File: src/rtl/fifo_pkg.sv
// Shared constants and helpers for the parametrised synchronous FIFO.
// Imported by the FIFO top level and its storage sub-module.
package fifo_pkg;

    localparam int DEF_DATA_W = 8;
    localparam int DEF_ADDR_W = 8;

    localparam int FIFO_STD  = 0;
    localparam int FIFO_FWFT = 1;

    function automatic int clog2(input int value);
        int r;
        r = 0;
        while ((1 << r) < value) begin
            r = r + 1;
        end
        return r;
    endfunction

endpackage

File: src/rtl/sdp_ram.sv
// Simple dual-port memory: synchronous write, registered or async read.
// Contents are never reset; only the registered read output is.
module sdp_ram
    import fifo_pkg::*;
#(
    parameter int DATA_W = DEF_DATA_W,
    parameter int DEPTH  = 1 << DEF_ADDR_W,
    parameter int REG_RD = 1,
    localparam int AW    = clog2(DEPTH)
) (
    input  logic              clk,
    input  logic              rst,
    input  logic              wr_en,
    input  logic [AW-1:0]     wr_addr,
    input  logic [DATA_W-1:0] wr_data,
    input  logic              rd_en,
    input  logic [AW-1:0]     rd_addr,
    output logic [DATA_W-1:0] rd_data
);

    logic [DATA_W-1:0] mem [DEPTH];

    always_ff @(posedge clk) begin
        if (wr_en) begin
            mem[wr_addr] <= wr_data;
        end
    end

    generate
        if (REG_RD != 0) begin : g_reg_rd
            logic [DATA_W-1:0] q;

            always_ff @(posedge clk or posedge rst) begin
                if (rst) begin
                    q <= '0;
                end else if (rd_en) begin
                    q <= mem[rd_addr];
                end
            end

            assign rd_data = q;
        end else begin : g_async_rd
            // Head word falls through; reset and read enable play no part.
            logic unused_rd_ctl;

            assign unused_rd_ctl = rst ^ rd_en;
            assign rd_data       = mem[rd_addr];
        end
    endgenerate

endmodule

File: src/rtl/sync_fifo_param.sv
// Single-clock FIFO with shared occupancy count, threshold flags,
// error pulses and optional first-word-fall-through read.
module sync_fifo_param
    import fifo_pkg::*;
#(
    parameter int DATA_W    = DEF_DATA_W,
    parameter int ADDR_W    = DEF_ADDR_W,
    parameter int AF_THRESH = (1 << ADDR_W) - 2,
    parameter int AE_THRESH = 2,
    parameter int FWFT      = FIFO_STD
) (
    input  logic              sys_clk,
    input  logic              sys_rst,
    input  logic              wr_en,
    input  logic [DATA_W-1:0] din,
    input  logic              rd_en,
    output logic [DATA_W-1:0] dout,
    output logic              full,
    output logic              empty,
    output logic              almost_full,
    output logic              almost_empty,
    output logic [ADDR_W:0]   data_count,
    output logic              overflow,
    output logic              underflow
);

    localparam int CW    = ADDR_W + 1;
    localparam int DEPTH = 1 << ADDR_W;

    localparam logic [ADDR_W:0] DEPTH_C = CW'(DEPTH);
    localparam logic [ADDR_W:0] AF_C    = CW'(AF_THRESH);
    localparam logic [ADDR_W:0] AE_C    = CW'(AE_THRESH);

    logic [ADDR_W-1:0] wr_ptr;
    logic [ADDR_W-1:0] rd_ptr;
    logic              wr_acc;
    logic              rd_acc;
    logic [ADDR_W:0]   count_next;

    // Acceptance looks only at registered flags: no full/empty bypass.
    assign wr_acc = wr_en & ~full;
    assign rd_acc = rd_en & ~empty;

    assign count_next = data_count
                      + CW'(wr_acc)
                      - CW'(rd_acc);

    always_ff @(posedge sys_clk or posedge sys_rst) begin
        if (sys_rst) begin
            wr_ptr       <= '0;
            rd_ptr       <= '0;
            data_count   <= '0;
            full         <= 1'b0;
            empty        <= 1'b1;
            almost_full  <= 1'b0;
            almost_empty <= 1'b1;
            overflow     <= 1'b0;
            underflow    <= 1'b0;
        end else begin
            if (wr_acc) begin
                wr_ptr <= wr_ptr + ADDR_W'(1);
            end
            if (rd_acc) begin
                rd_ptr <= rd_ptr + ADDR_W'(1);
            end
            data_count   <= count_next;
            full         <= (count_next == DEPTH_C);
            empty        <= (count_next == '0);
            almost_full  <= (count_next >= AF_C);
            almost_empty <= (count_next <= AE_C);
            overflow     <= wr_en & full;
            underflow    <= rd_en & empty;
        end
    end

    sdp_ram #(
        .DATA_W (DATA_W),
        .DEPTH  (DEPTH),
        .REG_RD ((FWFT == FIFO_FWFT) ? 0 : 1)
    ) u_ram (
        .clk     (sys_clk),
        .rst     (sys_rst),
        .wr_en   (wr_acc),
        .wr_addr (wr_ptr),
        .wr_data (din),
        .rd_en   (rd_acc),
        .rd_addr (rd_ptr),
        .rd_data (dout)
    );

endmodule

File: config.mk
export PLATFORM = sky130hd
export DESIGN_NAME = sync_fifo_param
export DESIGN_NICKNAME = d
export VERILOG_FILES = /design/src/rtl/fifo_pkg.sv /design/src/rtl/sdp_ram.sv /design/src/rtl/sync_fifo_param.sv
export SDC_FILE = /design/constraint.sdc
export NUM_CORES = 2
export LEC_CHECK = 0
export CORE_MARGIN = 8
export CORE_UTILIZATION = 50
export CTS_BUF_LIST = sky130_fd_sc_hd__clkbuf_4
export CTS_CLUSTER_SIZE = 40
export DETAILED_ROUTE_END_ITERATION = 8
export PLACE_DENSITY = 0.65
export REMOVE_ABC_BUFFERS = 1
export SETUP_SLACK_MARGIN = 0.02
export SLEW_MARGIN = 10
export SYNTH_ARGS = -nofsm -noshare
export SYNTH_HDL_FRONTEND = slang
export SYNTH_SLANG_ARGS = --single-unit
File: constraint.sdc
create_clock -name sys_clk -period 3.8 [get_ports sys_clk]
set_input_delay 0.76 -clock sys_clk [delete_from_list [all_inputs] [get_ports sys_clk]]
set_output_delay 0.76 -clock sys_clk [all_outputs]
set_load 0.05 [all_outputs]
==> results.py <==
metrics = {
    "run_status": {
        "status": "completed",
    },
    "final_layout": {
        "drive_above_1_share_pct": 36.7,
        "fin_util_pct": 58.2,
        "n_fill_cell": 12100,
        "fin_cells": 7293,
        "final_area_um2": 94500,
        "area_delta_synth_final_pct": 16.2,
        "seq_area_um2": 62500,
        "nets": 4786,
        "multi_input_area_um2": 17600,
    },
    "power": {
        "vdd_drop_max_mv": 0.593,
        "p_leak_nw": 31.5,
        "total_power_mw": 66.4,
        "powerDensity_nw_per_um2": 703,
    },
    "sta": {
        "worst_pin_slew_ps": 1040,
        "period_share_pct": 95.2,
        "setup_viol": 0,
        "timing.fmax_mhz": 276,
        "slew_violations": 0,
        "hold_viol_final": 0,
        "whs_ps": 89.3,
        "relSlewSlack_pct": 30.3,
        "rsz0062_at_grt": "false",
        "skew_ps": 126,
        "post-route-min-period_ps": 3620,
    },
    "cts": {
        "root_buffer": "clkbuf_4",
        "clockBufferDepth": 4,
        "cts_tree": "built",
        "clock-sinks": 2087,
        "clk_latency_ps": 1370,
        "htreeDepth": 6,
        "numCtsBuffers": 549,
        "clkTransAtPathRegs_ps": 70,
        "cts_resized": 0,
        "post_cts_buffers": 0,
    },
    "logic_synthesis": {
        "synthFlopType": "edfxtp_1",
        "yosys.area.top_type": "edfxtp_1",
        "syn_area_per_cell_um2": 21.0,
        "synthTopCellsByCount": "edfxtp_1 (2048), mux4_2 (484), nor2_1 (294)",
        "synth_compound_area_share_pct": 2.61,
        "synthMuxAreaShare_pct": 15.9,
        "synth_xor_area_share_pct": 0.237,
        "ys_types": 67,
        "async_flop_share_pct": 1.87,
        "synth_simple_gate_area_share_pct": 2.57,
        "yosysWarnings": 0,
        "syn-cell-area_um2": 81300,
        "synth_top_family_by_area": "multiplexers",
        "synth-edff-count": 2048,
        "syn-instance-count": 3863,
        "seq_area_frac_synth_pct": 76.8,
        "synth_top_area_share_pct": 75.6,
        "ys_ff_latch": 2087,
        "synth.most_common_cell": "edfxtp_1",
        "synth-adder-area-share_pct": 0.240,
        "yosys-top-cells-area": "edfxtp_1 (76%), mux4_2 (13%), mux2i_1 (2.3%), nor2_1 (1.4%), dfrtp_1 (1.1%)",
    },
    "worst_setup_path": {
        "crit_arrival_ps": 2860,
        "crit_type": "flop to output port",
        "critPathBufInv": 1,
        "cp.required_ps": 3040,
        "rrSetupSlack_ps": 310,
        "worst_setup_path_end_kind": "output port",
        "cp_cell_sequence": "clkdlybuf4s50_1",
        "critPathLaunchType": "flop",
        "critical_path.top_delay_family": "buffers and inverters",
        "cp_slowest_stage_delay_ps": 890,
        "crit_slowest_cell": "clkdlybuf4s50_1",
        "cp_max_fo": 3,
    },
    "die": {
        "row_count": 148,
        "dieArea_um2": 176000,
        "die_y_um": 419,
        "die_w_um": 419,
        "core_region_area_um2": 162000,
        "io_pins": 35,
        "start_util_pct": 50.1,
    },
    "routing": {
        "ant_nets": 0,
        "drtIter0Drc": 5068,
        "drt-total-wl_um": 216000,
        "route.detailed.drc": 0,
        "routedWlPerCell_um": 29.6,
        "vias": 43800,
        "drt_first_pass_iters": 8,
        "viasPerCell": 6.01,
    },
    "grt": {
        "grt-ovfl-total": 0,
        "grt_pass1_vias": 44400,
        "grt_max_degree": 116,
        "antenna_found_initial": 5,
        "grt_pass1_wl_um": 310000,
        "track_usage_pct": 24.4,
    },
    "placed_design": {
        "place_inst": 6375,
        "place_congestion": 0.897,
        "dp_hpwl_um": 137000,
        "place_area_um2": 87800,
        "portBuffers": 34,
    },
    "min_path": {
        "hold_path.class": "primary input to flop",
    },
    "flow_run": {
        "max-cap-violations": 0,
    },
}
-- metal layers --
| layer | GRT usage (%) | share of wire (%) | wire (um) |
|---|---|---|---|
| met4 | 10.5 | 4.3 | 9210 |
| met3 | 5.97 | 9.5 | 20500 |
| met5 | 0 | 0.032 | 69 |
| met1 | 33.1 | 39 | 83700 |
| met2 | 38.1 | 47 | 102000 |
-- layout by cell type (no fill, tap or decap), drive strengths merged, types with 21 or more instances in the layout --
master and n:
clkbuf 777, clkdlybuf4s50 26, a22oi 40, mux4 484, buf 528, o221ai 21
nor2 294, a21oi 67, nand2 113, o22ai 26, dfrtp 37, o21ai 36
clkinv 103, edfxtp 2048, mux2i 185, inv 33
-- worst register-to-register path, cell delays in order (launching register included) --
cell and delay [ps]:
dfrtp_4 810, buf_12 400, mux4_2 630, mux4_2 540, mux2i_1 150, buf_4 150
nor2_1 50, nor4_1 470, o32ai_1 150
-- flip-flops by register name, indices dropped and copies added, names as in the netlist --
register and cells:
data_count 9, u_ram.mem 2048, rd_ptr 8, almost_full 1, full 1, almost_empty 1, overflow 1, underflow 1
wr_ptr 8, empty 1, u_ram.rd_data 8
-- power by group --
part	switching, mW	internal (mW)	total (mW)
Combinational	12.3	9.02	21.4
Sequential	0.645	25.7	26.3
Clock	8.78	9.95	18.7
Total	21.8	44.6	66.4
-- final timing paths --
| path | start | to | cells past startpoint |
|---|---|---|---|
| max in group asynchronous | sys_rst | rd_ptr[0] | 3 |
| max | u_ram.rd_data[4] | dout[4] | 1 |
| min | din[7] | u_ram.mem[213][7] | 1 |
| min in group asynchronous | sys_rst | data_count[0] | 3 |
| max reg2reg | rd_ptr[0] | u_ram.rd_data[5] | 8 |
| min reg2reg | rd_ptr[7] | rd_ptr[7] | 1 |
-- layout make-up --
class,count,area share [%]
Clock inverter,128,0.830
Multi-Input combinational cell,1528,18.6
Tap cell,2175,2.88
Sequential cell,2087,66.1
Inverter,23,0.0967
Clock buffer,769,6.11
Timing Repair Buffer,570,5.29
Antenna cell,13,0.0344
-- metrics by stage --
step	TNS (ps)	setup slack, ps
after CTS	0	84.2
after detailed placement	-1050	-349
after global routing	0	96.5
final	0	183
after floorplan	-285150	-19740
after global placement	-1300	-384
-- kinds of logic after synthesis --
| kind of cell | count (synthesis) |
|---|---|
| fa+ha+maj | 15 |
| mux | 686 |
| compound gates | 303 |
| xor+xnor | 22 |
| flops | 2087 |
| buf+inv | 248 |
| simple gates | 502 |
-- what timing repair did --
item / CTS / global route
hold buffers: 8 / 0
setup endpoints to repair: 0 / 0
hold endpoints to repair: 203 / 0
No activity file was read; power rests on OpenSTA's default activity.
